--- src/rtl/scanner_pkg.sv ---
`default_nettype none
// ============================================================================
// Module      : scanner_pkg
// Description : Shared types and constants for the scanner serial transmitter.
// Revision    : 1.0 - initial release
// ============================================================================
package scanner_pkg;

    typedef enum logic [2:0] {
        ST_IDLE   = 3'd0,
        ST_START  = 3'd1,
        ST_DATA   = 3'd2,
        ST_PARITY = 3'd3,
        ST_STOP   = 3'd4
    } state_t;

    localparam int FRAME_BITS         = 7;
    localparam int DATA_BITS          = 4;
    localparam int DEFAULT_BIT_CYCLES = 4;

    // Odd parity: the frame's five data+parity bits always hold an odd number of ones.
    function automatic logic odd_parity(input logic [DATA_BITS-1:0] bits);
        return ~(^bits);
    endfunction

endpackage : scanner_pkg
`default_nettype wire

--- src/rtl/bit_timer.sv ---
`default_nettype none
// ============================================================================
// Module      : bit_timer
// Description : Counts 0..BIT_CYCLES-1 while running; strobes bit_done on the
//               last cycle of every serial bit.
// Revision    : 1.0 - initial release
// ============================================================================
module bit_timer
    import scanner_pkg::*;
#(
    parameter int BIT_CYCLES = DEFAULT_BIT_CYCLES
) (
    input  logic clk,
    input  logic reset,
    input  logic run,
    output logic bit_done
);

    localparam logic [7:0] C_LAST = 8'(BIT_CYCLES - 1);

    logic [7:0] count_q;
    logic [7:0] count_d;

    // Counter is parked at zero while idle so the first bit of a frame is full length.
    always_comb begin
        count_d  = '0;
        bit_done = 1'b0;
        if (run) begin
            if (count_q == C_LAST) begin
                bit_done = 1'b1;
            end else begin
                count_d = count_q + 8'd1;
            end
        end
    end

    always_ff @(posedge clk or posedge reset) begin
        if (reset) begin
            count_q <= '0;
        end else begin
            count_q <= count_d;
        end
    end

endmodule : bit_timer
`default_nettype wire

--- src/rtl/scanner_tx.sv ---
`default_nettype none
// ============================================================================
// Module      : scanner_tx
// Description : Serialises a 4-bit item code as start / MUPC / odd parity /
//               stop, each bit held BIT_CYCLES clocks, idle-high line.
// Revision    : 1.0 - initial release
// ============================================================================
module scanner_tx
    import scanner_pkg::*;
#(
    parameter int BIT_CYCLES = DEFAULT_BIT_CYCLES
) (
    input  logic       clk,
    input  logic       reset,
    input  logic [3:0] code,
    input  logic       valid,
    output logic       ready,
    output logic       tx,
    output logic       busy,
    output logic [7:0] sent_count
);

    state_t     state_q,      state_d;
    logic [3:0] code_q,       code_d;
    logic [3:0] shift_q,      shift_d;
    logic [1:0] bit_idx_q,    bit_idx_d;
    logic [7:0] sent_count_q, sent_count_d;
    logic       tx_q,         tx_d;
    logic       w_bit_done;

    bit_timer #(
        .BIT_CYCLES (BIT_CYCLES)
    ) u_bit_timer (
        .clk      (clk),
        .reset    (reset),
        .run      (state_q != ST_IDLE),
        .bit_done (w_bit_done)
    );

    always_comb begin
        state_d      = state_q;
        code_d       = code_q;
        shift_d      = shift_q;
        bit_idx_d    = bit_idx_q;
        sent_count_d = sent_count_q;

        unique case (state_q)
            ST_IDLE: begin
                if (valid) begin
                    state_d = ST_START;
                    code_d  = code;
                    shift_d = code;
                end
            end
            ST_START: begin
                if (w_bit_done) begin
                    state_d   = ST_DATA;
                    bit_idx_d = '0;
                end
            end
            ST_DATA: begin
                if (w_bit_done) begin
                    if (bit_idx_q == 2'(DATA_BITS - 1)) begin
                        state_d = ST_PARITY;
                    end else begin
                        bit_idx_d = bit_idx_q + 2'd1;
                        shift_d   = {shift_q[2:0], 1'b0};
                    end
                end
            end
            ST_PARITY: begin
                if (w_bit_done) begin
                    state_d = ST_STOP;
                end
            end
            ST_STOP: begin
                if (w_bit_done) begin
                    state_d      = ST_IDLE;
                    sent_count_d = sent_count_q + 8'd1;
                end
            end
            default: begin
                state_d = ST_IDLE;
            end
        endcase

        // tx is decoded from the next state so the line itself comes straight off a flop.
        unique case (state_d)
            ST_START:  tx_d = 1'b0;
            ST_DATA:   tx_d = shift_d[3];
            ST_PARITY: tx_d = odd_parity(code_q);
            default:   tx_d = 1'b1;
        endcase
    end

    always_ff @(posedge clk or posedge reset) begin
        if (reset) begin
            state_q      <= ST_IDLE;
            code_q       <= '0;
            shift_q      <= '0;
            bit_idx_q    <= '0;
            sent_count_q <= '0;
            tx_q         <= 1'b1;
        end else begin
            state_q      <= state_d;
            code_q       <= code_d;
            shift_q      <= shift_d;
            bit_idx_q    <= bit_idx_d;
            sent_count_q <= sent_count_d;
            tx_q         <= tx_d;
        end
    end

    assign ready      = (state_q == ST_IDLE);
    assign busy       = ~ready;
    assign tx         = tx_q;
    assign sent_count = sent_count_q;

endmodule : scanner_tx
`default_nettype wire

--- config.mk ---
export PLATFORM = sky130hd
export DESIGN_NAME = scanner_tx
export DESIGN_NICKNAME = d
export VERILOG_FILES = /design/src/rtl/scanner_pkg.sv /design/src/rtl/bit_timer.sv /design/src/rtl/scanner_tx.sv
export SDC_FILE = /design/constraint.sdc
export NUM_CORES = 1
export LEC_CHECK = 0
export ABC_AREA = 1
export ABC_CLOCK_PERIOD_IN_PS = 2100
export CELL_PAD_IN_SITES_DETAIL_PLACEMENT = 1
export CELL_PAD_IN_SITES_GLOBAL_PLACEMENT = 2
export CORE_MARGIN = 5
export CORE_UTILIZATION = 33
export DETAILED_ROUTE_END_ITERATION = 16
export PLACE_DENSITY_LB_ADDON = 0.12
export SYNTH_ARGS = -nofsm -noshare
export SYNTH_HDL_FRONTEND = slang
export SYNTH_SLANG_ARGS = --single-unit
--- constraint.sdc ---
create_clock -name clk -period 2.1 [get_ports clk]
set_clock_uncertainty 0.2 [all_clocks]
set_input_delay 0.21 -clock clk [delete_from_list [all_inputs] [get_ports clk]]
set_output_delay 0.21 -clock clk [all_outputs]
set_load 0.01 [all_outputs]
==> results.yml, run 1 <==
run_status:
  outcome: "completed"
drt:
  post-route-drc-count: 0
  antenna_left: 0
  viasPerCell: 4.857
  wl_met3_microns: 180
  drtIter0Drc: 43
  first_pass_iters: 4
  dr_wl_met2_mm: 1.653
  post_drt_wl_per_cell_microns: 13.57
  via_count: 1224
  routed.top_layer: "met4"
  wl_mm: 3.419
  met1Wirelength_mm: 1.524
placed_design:
  dpl.hpwl_mm: 2.696
  place_congestion: 0.8194
  port-buffer-count: 17
timing:
  fmax_mhz: 503.0
  timing.final.crit_share_pct: 94.66
  slew_headroom_pct: 73.80
  min_period_ns: 1.988
  setup_violations: 0
  finalMaxSlewViolations: 0
  setup-tns-final_ns: 0
  rsz0062_at_grt: "false"
  hold_viol: 0
  tightest_slew_ns: 0.3889
grt:
  grt_pass1_vias: 1277
  grt-ovfl-total: 0
  grt_max_degree: 19
  grt.total_usage_pct: 12.76
  grt_pass1_wl_mm: 5.975
  antenna_found_initial: 0
setup_path:
  worstPathRequired_ns: 1.69
  end_kind: "primary output"
  slowest_delay_ns: 0.53
  crit_type: "register to primary output"
  crit_fanout: 6
  arrival_ns: 1.58
  critical-path-slowest-cell: "clkdlybuf4s50_1"
  cp_top_family: "buffers and inverters"
  cp_cell_sequence: "nor2_4, nand2_4, inv_2, clkdlybuf4s50_1"
  critPathBufInv: 2
  start_kind: "register"
die:
  start_util_pct: 34.30
  die-area_sq_mm: 0.006042
  die_x_microns: 77.73
  io_pins: 18
  rows: 24
  die_h_microns: 77.73
  design.core.area_sq_mm: 0.004414
min_path:
  hp-class: "input pin to asynchronous set/reset pin"
synth:
  syn_nets: 181
  yosysSeqAreaShare_pct: 49.67
  post_synth.cell_area_avg_sq_um: 8.854
  synth_cells: 171
  yosys_warnings: 0
  syn_area_sq_mm: 0.001514
  synth.distinct_cells: 25
  synth_seq_cells: 30
final_layout:
  multiInputGateArea_sq_um: 691.9
  final_nets: 209
  diodes: 0
  ff_latch_area_sq_um: 753.2
  drive_gt1_share_pct: 16.50
  area_growth_pct: 23.64
  fillers: 522
  final_core_util_pct: 42.40
clock_tree:
  clockBufferDepth: 2
  cts_tree: "yes"
  cts_root_buffer: "clkbuf_8"
  clk_pin_slew_ns: 0.07
  worstSkewPairLatency_ns: 0.28
  clock_sinks: 30
  numCtsBuffers: 5
  cts_htree_levels: 2
pwr:
  ir_drop_uv: 456.6
  p_leak_nw: 0.9024
  cellPowerDensity_mw_per_mm2: 1305
run:
  maxCapViolCount: 0
## layout by cell type (no fill, tap or decap), drive strengths merged
cell type,instances
inv,18
dfrtp,29
mux2,1
nand3,19
dfstp,1
xor2,5
or2,1
clkinv,1
ha,3
o21ai,5
nor3,3
clkdlybuf4s50,17
nor3b,1
a21oi,4
clkbuf,7
xnor2,7
nand2,45
nor2,26
nand4,3
buf,4
## state kept, by name (all words and copies together) (netlist names)
| register | cells |
|---|---|
| sent_count | 8 |
| shift_q | 4 |
| tx | 1 |
| state_q | 3 |
| u_bit_timer.count_q | 8 |
| code_q | 4 |
| bit_idx_q | 2 |
## worst register-to-register path: cells and delay by family (launching register included)
family	cells	cell delay, ns
adders and majority gates	1	0.27
DFF	1	0.41
and+or+nand+nor	7	0.64
AOI/OAI and AO/OA	1	0.25
## what timing repair did
| action | 4_1_cts | 5_1_grt |
|---|---|---|
| hold buffers | 0 | 0 |
| pin swaps | 1 | 1 |
| setup buffers | 0 | 1 |
| resized for setup | 0 | 1 |
| setup endpoints to repair | 1 | 1 |
## per-stage QoR
step	hold WS, ns	setup WS (ns)	cells	cell area [sq um]	power [mW]
final	0.04926	0.1120	252	1872	2.442
after global routing	0.05594	0.01616	252	1872	2.677
after CTS	0.04754	0.01678	251	1863	2.485
after detailed placement	0.2711	0.2497	243	1772	1.979
after global placement	0.2627	0.2870	243	1772	1.937
after floorplan	0.1001	0.4643	171	1514	1.617
## routing by layer
| layer | global-route usage (%) | up-vias |
|---|---|---|
| met5 | 0 | - |
| met4 | 6.701 | 0 |
| met3 | 4.514 | 5 |
| met2 | 19.95 | 24 |
| met1 | 15.35 | 595 |
| li1 | - | 600 |
## logic make-up (layout without fill, tap and decap cells)
group | count (synthesis) | in the layout | synth area share, %
and+or+nand+nor | 98 | 98 | 32.56
DFF | 30 | 30 | 49.67
buffers and inverters | 18 | 47 | 4.628
xor gates and xnor gates | 12 | 12 | 6.942
AOI/OAI and AO/OA | 9 | 9 | 2.975
adders and majority gates | 3 | 3 | 2.480
muxes | 1 | 1 | 0.7437
## where the power goes
| group | internal [mW] | switching [mW] |
|---|---|---|
| combinational | 0.441 | 0.623 |
| clock | 0.264 | 0.215 |
| sequential | 0.757 | 0.143 |
## area by class of cell
cell class / count / share of cell area (%)
flip-flops and latches: 30 / 40.24
multi-input cells: 123 / 36.97
repair buffers: 21 / 10.70
clock buffers: 7 / 4.612
inverters: 18 / 3.743
well taps: 52 / 3.476
clock inverters: 1 / 0.2674
## cell usage after synthesis
master   count  share of area, %
nand4_1      3               1.2
nor3b_1      1              0.50
nor2_4       4               3.0
xor2_1       5               2.9
mux2_2       1              0.74
nor3_1       2              0.66
dfstp_2      1               1.7
nand2_2      2              0.83
nand2_1     40               9.9
nand3_2      2               1.3
o21ai_1      1              0.33
inv_2        3              0.74
inv_4        1              0.41
xnor2_1      7               4.0
a21oi_1      4               1.3
o21ai_0      4               1.3
dfrtp_1     29                48
nand2_4      3               2.2
nand3_1     17               5.6
nor3_4       1               1.1
inv_1       14               3.5
ha_1         3               2.5
nor2_1      20               5.0
nor2_2       2              0.83
or2_2        1              0.41
## final timing paths
| check | startpoint | to | slack (ns) | cells past startpoint |
|---|---|---|---|---|
| worst max-delay path | state_q[0] | ready | 0.11 | 4 |
| worst min-delay path | reset | u_bit_timer.count_q[7] | 0.05 | 3 |
| worst max register to register | u_bit_timer.count_q[0] | tx | 0.26 | 9 |
| worst min register to register | shift_q[0] | shift_q[0] | 0.28 | 2 |
| max in group asynchronous | reset | tx | 1.36 | 3 |
| min in group clk | shift_q[0] | shift_q[0] | 0.28 | 2 |
No activity file was read; power rests on OpenSTA's default activity.
==> run 2: changes to the inputs <==
- ABC_CLOCK_PERIOD_IN_PS: 2100 -> 2000
- clock period: 2.1 -> 2 ns (I/O delays scaled with it)
==> results.yml, run 2 (synthesis results as in run 1) <==
min_path:
  hp-class: "register to register"
timing:
  timing.final.crit_share_pct: 98.27
  fmax_mhz: 508.8
  setup_violations: 0
  slew_headroom_pct: 74.58
  hold_viol: 0
  holdWs_ns: 0.2943
  min_period_ns: 1.965
  rsz0062_at_grt: "true"
  finalMaxSlewViolations: 0
  finalWorstSetupSlack_ns: 0.03457
  tightest_slew_ns: 0.3809
  setup-tns-final_ns: 0
setup_path:
  cp-endpoint: "ready"
  crit_type: "register to primary output"
  arrival_ns: 1.57
  start_kind: "register"
  rr_worst_depth: 8
  cp_top_family: "buffers and inverters"
  critical-path-slowest-cell: "clkdlybuf4s50_1"
  crit_start: "state_q[2]"
  cp_cell_sequence: "nor2_4, nand2_4, inv_2, clkdlybuf4s50_1"
  crit_fanout: 6
  r2r_end: "tx"
  slowest_delay_ns: 0.53
  rr_startpoint: "u_bit_timer.count_q[0]"
  end_kind: "primary output"
  rrSetupSlack_ns: 0.18
  worstPathRequired_ns: 1.60
  worstSetupPathDepth: 4
  critPathBufInv: 2
clock_tree:
  numCtsBuffers: 5
  cts_root_buffer: "clkbuf_8"
  clockBufferDepth: 2
  worstSkewPairLatency_ns: 0.29
  cts_tree: "yes"
  clk_pin_slew_ns: 0.06
  clock_sinks: 30
  cts_htree_levels: 2
pwr:
  total_power_mw: 2.612
  cellPowerDensity_mw_per_mm2: 1380
  p_leak_nw: 0.9087
  ir_drop_uv: 508.9
grt:
  met2_usage_pct: 21.62
  gr-max-usage-layer: "met2"
  grtUsageMet1_pct: 14.61
  grt.total_usage_pct: 12.90
  grt-ovfl-total: 0
  antenna_found_initial: 0
  use_met3_pct: 4.282
  grt_max_degree: 13
  grt_pass1_wl_mm: 6.161
  grt_pass1_vias: 1366
placed_design:
  place_congestion: 0.7996
  dpl.hpwl_mm: 2.818
  place_ws_ns: 0.1600
  place_area_sq_mm: 0.001772
  dp_cells: 243
  port-buffer-count: 17
drt:
  antenna_left: 0
  viasPerCell: 4.870
  wl_mm: 3.560
  post_drt_wl_per_cell_microns: 14.02
  post-route-drc-count: 0
  via_count: 1237
  first_pass_iters: 2
  drtIter0Drc: 62
die:
  die_h_microns: 77.73
  design.core.area_sq_mm: 0.004414
  die_x_microns: 77.73
  rows: 24
  die-area_sq_mm: 0.006042
  io_pins: 18
  start_util_pct: 34.30
final_layout:
  final_cell_mix: "nand2_1, dfrtp_1, nor2_1, nand3_1, clkdlybuf4s50_1"
  final_common_cell: "nand2_1"
  drive_gt1_share_pct: 17.82
  diodes: 0
  final_nets: 211
  area_growth_pct: 25.04
  layout.cells.non_filler: 254
  fin_area_sq_mm: 0.001893
  final_core_util_pct: 42.89
run:
  maxCapViolCount: 0
run_status:
  outcome: "completed"
run 2: what timing repair did:
item,CTS,global route
resized for setup,1,2
endpoints found under the hold margin,8,0
hold buffers,1,0
buffers inserted,1,1
setup endpoints to repair,1,4
pin swaps,1,0
run 2: worst min path at each step:
stage	start	to	slack, ns	cells past startpoint
floorplan	reset	bit_idx_q[0]	0.09	1
global placement	shift_q[0]	shift_q[0]	0.26	2
detailed placement	shift_q[1]	shift_q[1]	0.29	2
CTS	code[0]	shift_q[0]	0.30	3
global route	code[0]	shift_q[0]	0.30	3
finish	shift_q[1]	shift_q[1]	0.29	2
run 2: layout make-up:
class / instances / area [sq um]
sequential: 30 / 754.5
tap: 52 / 65.06
fill: 525 / 2521
multi-input combinational: 123 / 694.4
clock inverter: 1 / 5.005
clock buffer: 7 / 86.33
inverter: 18 / 70.07
timing repair buffer: 23 / 217.7
run 2: routing by layer:
layer	up-vias	routed length [microns]
met5	-	0
met4	0	95
met3	8	140
met2	19	1811
met1	604	1513
li1	606	-
run 2: where the power goes:
group,total [mW],internal (mW),switching (mW)
logic,1.15,0.479,0.672
registers,0.950,0.796,0.154
clock network,0.511,0.277,0.233
total,2.61,1.55,1.06
run 2: tightest hold or removal path, cell delays in order (launching register included):
cell and delay [ns]:
dfrtp_1 0.35, nand2_1 0.05, nand3_1 0.06
